## src/rtl/cp0_exc_unit.sv

```systemverilog
// cp0_exc_unit: MIPS coprocessor-0 register file and exception responder.
// Sits at the memory stage. Arbitrates exception priority for the instruction
// presented there, updates BadVAddr/Count/Compare/Status/Cause/EPC, and raises
// a one-cycle flush with the redirect PC for a taken exception or eret.
//
// Optional feature: define CP0_TIMER_EN to build Count, Compare, the Count
// half-rate toggle, Cause.TI and the timer contribution to Cause.IP[7].
// Without it Count/Compare read 0, ignore writes, and timer_int is 0.
//
// Ports:
//   clk, rst            clock (rising edge), synchronous active-high reset
//   stall               memory stage held; blocks exception/eret/MTC0 effects
//   pc, in_delay_slot   memory-stage instruction PC and delay-slot flag
//   bad_addr            load/store data address (for BadVAddr)
//   int_hw[5:0]         external interrupt lines
//   adel_if..ades, eret per-instruction exception flags, eret request
//   cp0we/waddr/wdata   MTC0 write port
//   raddr/rdata         MFC0 read port (combinational, write-forwarded)
//   flush, newpc        pipeline flush and redirect target
//   status_o, cause_o, epc_o, timer_int   current register views
module cp0_exc_unit #(
    parameter logic [31:0] EXC_VECTOR = 32'hBFC0_0380,
    parameter logic [31:0] STATUS_RST = 32'h0040_0000
) (
    input  logic        clk,
    input  logic        rst,
    input  logic        stall,
    input  logic [31:0] pc,
    input  logic        in_delay_slot,
    input  logic [31:0] bad_addr,
    input  logic [5:0]  int_hw,
    input  logic        adel_if,
    input  logic        ri,
    input  logic        ov,
    input  logic        syscall,
    input  logic        breakM,
    input  logic        adel,
    input  logic        ades,
    input  logic        eret,
    input  logic        cp0we,
    input  logic [4:0]  waddr,
    input  logic [31:0] wdata,
    input  logic [4:0]  raddr,
    output logic [31:0] rdata,
    output logic        flush,
    output logic [31:0] newpc,
    output logic [31:0] status_o,
    output logic [31:0] cause_o,
    output logic [31:0] epc_o,
    output logic        timer_int
);

    localparam logic [4:0] A_BADVADDR = 5'd8;
    localparam logic [4:0] A_COUNT    = 5'd9;
    localparam logic [4:0] A_COMPARE  = 5'd11;
    localparam logic [4:0] A_STATUS   = 5'd12;
    localparam logic [4:0] A_CAUSE    = 5'd13;
    localparam logic [4:0] A_EPC      = 5'd14;

    localparam logic [4:0] EXC_INT  = 5'h00;
    localparam logic [4:0] EXC_ADEL = 5'h04;
    localparam logic [4:0] EXC_ADES = 5'h05;
    localparam logic [4:0] EXC_SYS  = 5'h08;
    localparam logic [4:0] EXC_BP   = 5'h09;
    localparam logic [4:0] EXC_RI   = 5'h0a;
    localparam logic [4:0] EXC_OV   = 5'h0c;

    logic [31:0] badvaddr_q, badvaddr_d;
    logic [31:0] epc_q, epc_d;
    logic [7:0]  im_q, im_d;
    logic        exl_q, exl_d;
    logic        ie_q, ie_d;
    logic        bd_q, bd_d;
    logic [7:0]  ip_q, ip_d;
    logic [4:0]  exccode_q, exccode_d;

    logic        int_pend, exc_any, exc_taken, eret_taken, mtc0_en, wr_ok;
    logic        bv_from_pc, bv_from_addr;
    logic [4:0]  exc_code;
    logic [31:0] count_rd, compare_rd, status_rd, cause_rd;

    // Exception arbitration: first matching source wins.
    always_comb begin
        int_pend     = ie_q & ~exl_q & (|(ip_q & im_q));
        exc_any      = 1'b1;
        exc_code     = EXC_INT;
        bv_from_pc   = 1'b0;
        bv_from_addr = 1'b0;
        if (int_pend)     exc_code = EXC_INT;
        else if (adel_if) begin exc_code = EXC_ADEL; bv_from_pc = 1'b1; end
        else if (ri)      exc_code = EXC_RI;
        else if (ov)      exc_code = EXC_OV;
        else if (syscall) exc_code = EXC_SYS;
        else if (breakM)  exc_code = EXC_BP;
        else if (adel)    begin exc_code = EXC_ADEL; bv_from_addr = 1'b1; end
        else if (ades)    begin exc_code = EXC_ADES; bv_from_addr = 1'b1; end
        else              exc_any = 1'b0;
    end

    assign exc_taken  = exc_any & ~stall;
    assign eret_taken = eret & ~exc_any & ~stall;
    assign flush      = exc_taken | eret_taken;
    assign newpc      = exc_taken ? EXC_VECTOR : (eret_taken ? epc_q : 32'h0);
    // An MTC0 is dropped whenever the instruction is flushed or held.
    assign mtc0_en    = cp0we & ~stall & ~exc_any & ~eret;

    always_comb begin
        case (waddr)
            A_STATUS, A_CAUSE, A_EPC: wr_ok = 1'b1;
`ifdef CP0_TIMER_EN
            A_COUNT, A_COMPARE:       wr_ok = 1'b1;
`endif
            default:                  wr_ok = 1'b0;
        endcase
    end

`ifdef CP0_TIMER_EN
    logic [31:0] count_q, count_d;
    logic [31:0] compare_q, compare_d;
    logic        tick_q, tick_d;
    logic        ti_q, ti_d;

    // Count advances on every second cycle, independent of stall.
    always_comb begin
        tick_d    = ~tick_q;
        count_d   = count_q + {31'b0, tick_q};
        compare_d = compare_q;
        ti_d      = ti_q | ((count_q == compare_q) && (compare_q != 32'h0));
        if (mtc0_en && waddr == A_COUNT) begin
            count_d = wdata;
            tick_d  = 1'b0;
        end
        if (mtc0_en && waddr == A_COMPARE) begin
            compare_d = wdata;
            ti_d      = 1'b0;
        end
    end

    always_ff @(posedge clk) begin
        if (rst) begin
            count_q   <= '0;
            compare_q <= '0;
            tick_q    <= 1'b0;
            ti_q      <= 1'b0;
        end else begin
            count_q   <= count_d;
            compare_q <= compare_d;
            tick_q    <= tick_d;
            ti_q      <= ti_d;
        end
    end

    assign timer_int  = ti_q;
    assign count_rd   = count_q;
    assign compare_rd = compare_q;
`else
    assign timer_int  = 1'b0;
    assign count_rd   = 32'h0;
    assign compare_rd = 32'h0;
`endif

    always_comb begin
        badvaddr_d = badvaddr_q;
        epc_d      = epc_q;
        im_d       = im_q;
        exl_d      = exl_q;
        ie_d       = ie_q;
        bd_d       = bd_q;
        exccode_d  = exccode_q;
        // Hardware IP bits track the lines every cycle; IP[1:0] are software.
        ip_d       = {int_hw[5] | timer_int, int_hw[4:0], ip_q[1:0]};
        if (exc_taken) begin
            exl_d     = 1'b1;
            exccode_d = exc_code;
            // A nested exception keeps the original return point.
            if (!exl_q) begin
                epc_d = in_delay_slot ? (pc - 32'd4) : pc;
                bd_d  = in_delay_slot;
            end
            if (bv_from_pc)        badvaddr_d = pc;
            else if (bv_from_addr) badvaddr_d = bad_addr;
        end else if (eret_taken) begin
            exl_d = 1'b0;
        end else if (mtc0_en) begin
            case (waddr)
                A_STATUS: begin
                    im_d  = wdata[15:8];
                    exl_d = wdata[1];
                    ie_d  = wdata[0];
                end
                A_CAUSE: ip_d[1:0] = wdata[9:8];
                A_EPC:   epc_d     = wdata;
                default: ;
            endcase
        end
    end

    always_ff @(posedge clk) begin
        if (rst) begin
            badvaddr_q <= '0;
            epc_q      <= '0;
            im_q       <= STATUS_RST[15:8];
            exl_q      <= STATUS_RST[1];
            ie_q       <= STATUS_RST[0];
            bd_q       <= 1'b0;
            ip_q       <= '0;
            exccode_q  <= '0;
        end else begin
            badvaddr_q <= badvaddr_d;
            epc_q      <= epc_d;
            im_q       <= im_d;
            exl_q      <= exl_d;
            ie_q       <= ie_d;
            bd_q       <= bd_d;
            ip_q       <= ip_d;
            exccode_q  <= exccode_d;
        end
    end

    assign status_rd = {STATUS_RST[31:16], im_q, STATUS_RST[7:2], exl_q, ie_q};
    assign cause_rd  = {bd_q, timer_int, 14'b0, ip_q, 1'b0, exccode_q, 2'b00};
    assign status_o  = status_rd;
    assign cause_o   = cause_rd;
    assign epc_o     = epc_q;

    // MFC0 sees an MTC0 to the same register in the same cycle.
    always_comb begin
        case (raddr)
            A_BADVADDR: rdata = badvaddr_q;
            A_COUNT:    rdata = count_rd;
            A_COMPARE:  rdata = compare_rd;
            A_STATUS:   rdata = status_rd;
            A_CAUSE:    rdata = cause_rd;
            A_EPC:      rdata = epc_q;
            default:    rdata = 32'h0;
        endcase
        if (mtc0_en && wr_ok && (waddr == raddr)) rdata = wdata;
    end

endmodule

```

## config.mk

```make
export PLATFORM = sky130hd
export DESIGN_NAME = cp0_exc_unit
export DESIGN_NICKNAME = d
export VERILOG_FILES = /design/src/rtl/cp0_exc_unit.sv
export SDC_FILE = /design/constraint.sdc
export NUM_CORES = 1
export LEC_CHECK = 0
export CORE_ASPECT_RATIO = 1.75
export CORE_MARGIN = 2
export CORE_UTILIZATION = 42
export CTS_CLUSTER_SIZE = 10
export DETAILED_ROUTE_END_ITERATION = 10
export GPL_TIMING_DRIVEN = 1
export PLACE_DENSITY_LB_ADDON = 0.3
export SETUP_SLACK_MARGIN = 0.5
export SYNTH_ARGS = -nofsm -noshare
export SYNTH_HDL_FRONTEND = slang
export SYNTH_SLANG_ARGS = --single-unit
```

## constraint.sdc

```tcl
create_clock -name clk -period 3 [get_ports clk]
set_clock_uncertainty 0.05 [all_clocks]
set_input_delay 0.6 -clock clk [delete_from_list [all_inputs] [get_ports clk]]
set_output_delay 0.6 -clock clk [all_outputs]
set_load 0.02 [all_outputs]
```

**Yosys cells after proc, flatten, opt, wreduce, memory -nomap -nowiden**

Index checks and enable logic that the tools add are counted.

- Register bits: 88

- $add $sub $neg: 1
- Equality and inequality tests: 10
- Mux-type cells: 41
- Bitwise gates (word level): 16
- Reductions and logical operators: 15

Operators by type and width:

| kind | count |
|---|---|
| 32-bit two-way mux | 11 |
| 32-bit one-hot mux with 4 select lines | 1 |
| 5-bit by 4-bit equality test with 1-bit output (second input constant) | 7 |
| 32-bit by 3-bit subtractor with 32-bit output (second input constant) | 1 |
| 4-bit two-way mux | 6 |
| 1-bit two-way mux | 21 |
| 4-bit AND reduction | 3 |
| 1-bit bitwise AND | 8 |
| 8-bit bitwise AND | 1 |
| 8-bit OR reduction | 1 |
| 3-bit two-way mux | 2 |
| 1-bit inverter | 6 |
| 2-bit AND reduction | 3 |
| 2-bit nonzero test | 3 |
| 3-bit nonzero test | 2 |
| 5-bit equality test | 1 |
| 2-bit != test (second input constant) | 2 |
| 3-bit OR reduction | 1 |
| 1-bit logical AND | 2 |
| 1-bit OR | 1 |

**Depth between registers and ports, before layout**

- Word-level depth: 14
- Depth in mapped cells: 8
- Gate-level depth less buffers: 7

**Worst setup path before layout**

OpenSTA, ideal clock, no wires.

- Path type: input -> output
- Start: input raddr[0]
- End: output rdata[0]
- Data arrival time: 2286 ps
- Data required time: 2350 ps
- Path slack: 64 ps
- Stages on the path: 5
- Path buffers: 1
- Cells stage by stage: or4b_2 -> nor2_1 -> clkbuf_1 -> a222oi_1 -> mux2i_1

- Word-level cells in the longest chain between the ends: 3

RTL lines:

| what | RTL line | text |
|---|---|---|
| start: declaration | 43 | `input logic [4:0] raddr,` |
| 5-bit by 4-bit equality test with 1-bit output or 5-bit equality test (tied branches) | 228, 237 |  |
| 32-bit one-hot mux with 4 select lines or 1-bit logical AND (tied branches) | 228, 237 |  |
| 32-bit two-way mux * | 237 | `if (mtc0_en && wr_ok && (waddr == raddr)) rdata = wdata;` |
| end: declaration | 44 | `output logic [31:0] rdata,` |

Every way passes the cells marked *; elsewhere a longest branch is shown, timed or not.

**Final worst setup path**

- Start: input waddr[3]
- End: output rdata[3]

- Word-level cells in the longest chain between the ends: 6

RTL lines:

| what | RTL line | text |
|---|---|---|
| start: declaration | 41 | `input logic [4:0] waddr,` |
| 5-bit by 4-bit equality test with 1-bit output | 108 | `case (waddr)` |
| 3-bit OR reduction | 108 |  |
| 1-bit two-way mux | 108 |  |
| 1-bit logical AND | 237 |  |
| 1-bit logical AND * | 237 |  |
| 32-bit two-way mux * | 237 |  |

Marked as above.

==> impl_metrics.prom <==
# TYPE chip_impl_metric gauge
chip_impl_info{name="outcome",value="finished, violations left"} 1
chip_impl_info{name="failed_checks",value="setup timing"} 1
chip_impl_metric{name="setup_viol_count_final",unit=""} 62
chip_impl_metric{name="post_dp_cell_area",unit="sq um"} 9320
chip_impl_info{name="worst-setup-path-type",value="input pin to output port"} 1
chip_impl_metric{name="ctsHtreeMaxLevel",unit=""} 3
chip_impl_metric{name="yosys.area.top_type_share",unit="%"} 28.9
chip_impl_metric{name="dr.first_iter.drc_count",unit=""} 718
chip_impl_metric{name="drcViolationCount",unit=""} 0
chip_impl_metric{name="grt_use_total",unit="%"} 33.8
chip_impl_metric{name="worst-endpoint-arrival",unit="ns"} 2.59
chip_impl_metric{name="netlist-cell-type-count",unit=""} 56
chip_impl_metric{name="first_global_vias",unit=""} 7313
chip_impl_metric{name="drt-pass1-iter-count",unit=""} 7
chip_impl_info{name="worstSetupStartpointType",value="input pin"} 1
chip_impl_metric{name="timing.hold.ws",unit="ns"} 0.437
chip_impl_metric{name="number_of_maximum_capacitance_constraint_violations",unit=""} 0
chip_impl_metric{name="ant_nets",unit=""} 0
chip_impl_metric{name="cellLeakagePower",unit="nW"} 4.59
chip_impl_info{name="setup_repair_after_global_routing_missed_its_margin",value="yes"} 1
chip_impl_metric{name="post_synth_edffs",unit=""} 0
chip_impl_metric{name="io_count",unit=""} 287
chip_impl_metric{name="clkTransAtPathRegs",unit="ns"} 0.07
chip_impl_info{name="cts_root_buf",value="clkbuf_16"} 1
chip_impl_metric{name="cts_buffers",unit=""} 9
chip_impl_info{name="synth_area_leaders",value="dfxtp_1 (29%), buf_4 (5.6%), nand2_1 (4.9%)"} 1
chip_impl_metric{name="die_w",unit="um"} 94.5
chip_impl_metric{name="wl_per_cell",unit="um"} 23.5
chip_impl_metric{name="slew_viol_final",unit=""} 0
chip_impl_metric{name="drive_above_1_share",unit="%"} 36.9
chip_impl_metric{name="worst_path_fanout_max",unit=""} 6
chip_impl_metric{name="clk_latency",unit="ns"} 0.35
chip_impl_info{name="worstHoldPathType",value="flop to flop"} 1
chip_impl_metric{name="max-clock-path-buffers",unit=""} 2
chip_impl_metric{name="starting_density",unit="%"} 43.1
chip_impl_metric{name="die_area",unit="sq um"} 15300
chip_impl_info{name="worst_setup_path_end_kind",value="output port"} 1
chip_impl_metric{name="globalRouteOverflowTotal",unit=""} 0
chip_impl_metric{name="grt_antenna_before_repair",unit=""} 4
chip_impl_metric{name="final_design_area_no_fill",unit="sq um"} 11200
chip_impl_metric{name="final.setup.tns",unit="ns"} -10.04
chip_impl_metric{name="rows",unit=""} 57
chip_impl_metric{name="design.final.nets",unit=""} 1228
chip_impl_metric{name="postSynthRegisterBits",unit=""} 87
chip_impl_metric{name="portBuffers",unit=""} 244
chip_impl_metric{name="globalplace.congestion",unit=""} 0.908
chip_impl_info{name="ys_top_cells_by_count",value="dfxtp_1 (87), nand2_1 (79), nor2_1 (60)"} 1
chip_impl_metric{name="maxClockFrequency",unit="MHz"} 309
chip_impl_metric{name="post_synth.cell_area_avg",unit="sq um"} 8.08
chip_impl_metric{name="cts.sink_count",unit=""} 87
chip_impl_metric{name="finalWorstPathRequiredPeriod",unit="ns"} 3.24
chip_impl_metric{name="core",unit="sq um"} 14000
chip_impl_metric{name="drt-vias-per-instance",unit=""} 6.17
chip_impl_info{name="most_frequent_cell_after_synthesis",value="dfxtp_1"} 1
chip_impl_metric{name="fp.dieH",unit="um"} 162
chip_impl_metric{name="area_delta_synth_final",unit="%"} 85.6
chip_impl_metric{name="max-vdd-ir-drop",unit="mV"} 0.292
chip_impl_metric{name="detailroute.via_count",unit=""} 7953
chip_impl_metric{name="place_hpwl",unit="um"} 18600
chip_impl_metric{name="wirelength",unit="um"} 30300
chip_impl_metric{name="critPathRequiredTime",unit="ns"} 2.35
chip_impl_metric{name="power_density",unit="nW/um^2"} 315
chip_impl_metric{name="yosysWarnings",unit=""} 0
chip_impl_info{name="synth_flop_cell",value="dfxtp_1"} 1
chip_impl_metric{name="tightest_slew",unit="ns"} 0.841
chip_impl_metric{name="proportion_of_synthesized_chip_area_in_sequential_cells",unit="%"} 28.9
chip_impl_metric{name="postLayoutSetupSlackWorst",unit="ns"} -0.239
chip_impl_metric{name="grt_max_degree",unit=""} 65
chip_impl_metric{name="pre_cts_slack",unit="ns"} -0.585
chip_impl_info{name="tritoncts",value="yes"} 1
chip_impl_metric{name="syn_inst",unit=""} 745
chip_impl_info{name="netlist.top_cell.by_area",value="dfxtp_1"} 1
chip_impl_metric{name="final.period_utilization",unit="%"} 108
chip_impl_metric{name="maxSlewHeadroom",unit="%"} 43.9
chip_impl_metric{name="hold_violations",unit=""} 0
chip_impl_metric{name="post_synth_instance_area",unit="sq um"} 6020
chip_impl_metric{name="synthArstFlopShare",unit="%"} 0
chip_impl_metric{name="wire_length_of_the_first_global_routing_pass",unit="um"} 39800
cell usage in the layout, fill, tap and decap left out, types with 22 or more instances in the layout:
cell type / n
buf_4: 100
buf_6: 73
clkdlybuf4s15_2: 24
clkdlybuf4s50_1: 160
conb_1: 42
dfxtp_1: 77
mux2_2: 24
mux2i_1: 22
nand2_1: 68
nand3_1: 51
nor2_1: 35
area by class of cell:
| cell class | instances | area, sq um |
|---|---|---|
| Timing Repair Buffer | 409 | 4290 |
| Clock buffer | 9 | 225 |
| Inverter | 12 | 45.0 |
| Antenna cell | 4 | 10.0 |
| Multi-Input combinational cell | 583 | 4550 |
| Clock inverter | 7 | 73.8 |
| Tap cell | 177 | 221 |
| Fill cell | 901 | 2810 |
| Sequential cell | 87 | 1750 |
where the power goes:
| part | switching, W | internal [W] | leakage, nW |
|---|---|---|---|
| Sequential | 0.0000795 | 0.00123 | 0.720 |
| Clock | 0.000564 | 0.000590 | 0.141 |
| Combinational | 0.000538 | 0.000518 | 3.73 |
| Total | 0.00118 | 0.00233 | 4.59 |
critical path, cell delays in order:
cell and delay (ns):
clkdlybuf4s50_1 0.44, xor2_1 0.16, nor4_1 0.38, nand4_1 0.17
buf_6 0.21, buf_6 0.14, buf_16 0.13, mux2i_2 0.18
buf_4 0.17
logic make-up after synthesis:
logic type	after synthesis	share of synthesized area, %
AO/OA/AOI/OAI	160	21.6
XOR/XNOR	18	2.62
adder cells (fa/ha/maj)	1	0.208
buffers and inverters	115	10.3
flip-flops	87	28.9
multiplexers	54	9.50
other	2	0.125
AND/OR/NAND/NOR	308	26.7
metrics by stage:
step,total power (W),instances,util [%]
2_1_floorplan,0.00173,785,-
3_3_place_gp,0.00214,1206,66.7
3_5_place_dp,0.00216,1206,66.7
4_1_cts,0.00331,1245,72.1
5_1_grt,0.00362,1288,79.9
6_report,0.00352,1288,79.9
per-layer routing:
layer / vias up / wire (um) / track usage, %
met5: - / 0 / 0
met4: 0 / 2180 / 18.5
met3: 152 / 2670 / 5.28
met2: 532 / 15600 / 60.4
met1: 3841 / 9870 / 37.4
li1: 3428 / - / -
flip-flops by register name (all words and copies together), names as in the netlist:
| name | flops |
|---|---|
| exccode_q | 4 |
| bd_q | 1 |
| ip_q | 8 |
| exl_q | 1 |
| ie_q | 1 |
| epc_o | 32 |
| im_q | 8 |
| badvaddr_q | 32 |
path summary, 6_finish.rpt:
check,from,end,slack [ns],cells after the start
max,waddr[3],rdata[3],-0.24,9
max reg2reg,ip_q[2],epc_o[20],0.17,14
min reg2reg,badvaddr_q[15],badvaddr_q[15],0.44,2
min,badvaddr_q[15],badvaddr_q[15],0.44,2
what timing repair did:
action | in CTS | in global routing
gates cloned | 6 | 9
gates resized for setup | 307 | 199
setup buffers | 17 | 30
hold buffers | 0 | 0
endpoints found under the setup margin | 127 | 124
pin swaps | 11 | 61
hold endpoints to repair | 0 | 0
(Power assumes the default switching activity.)
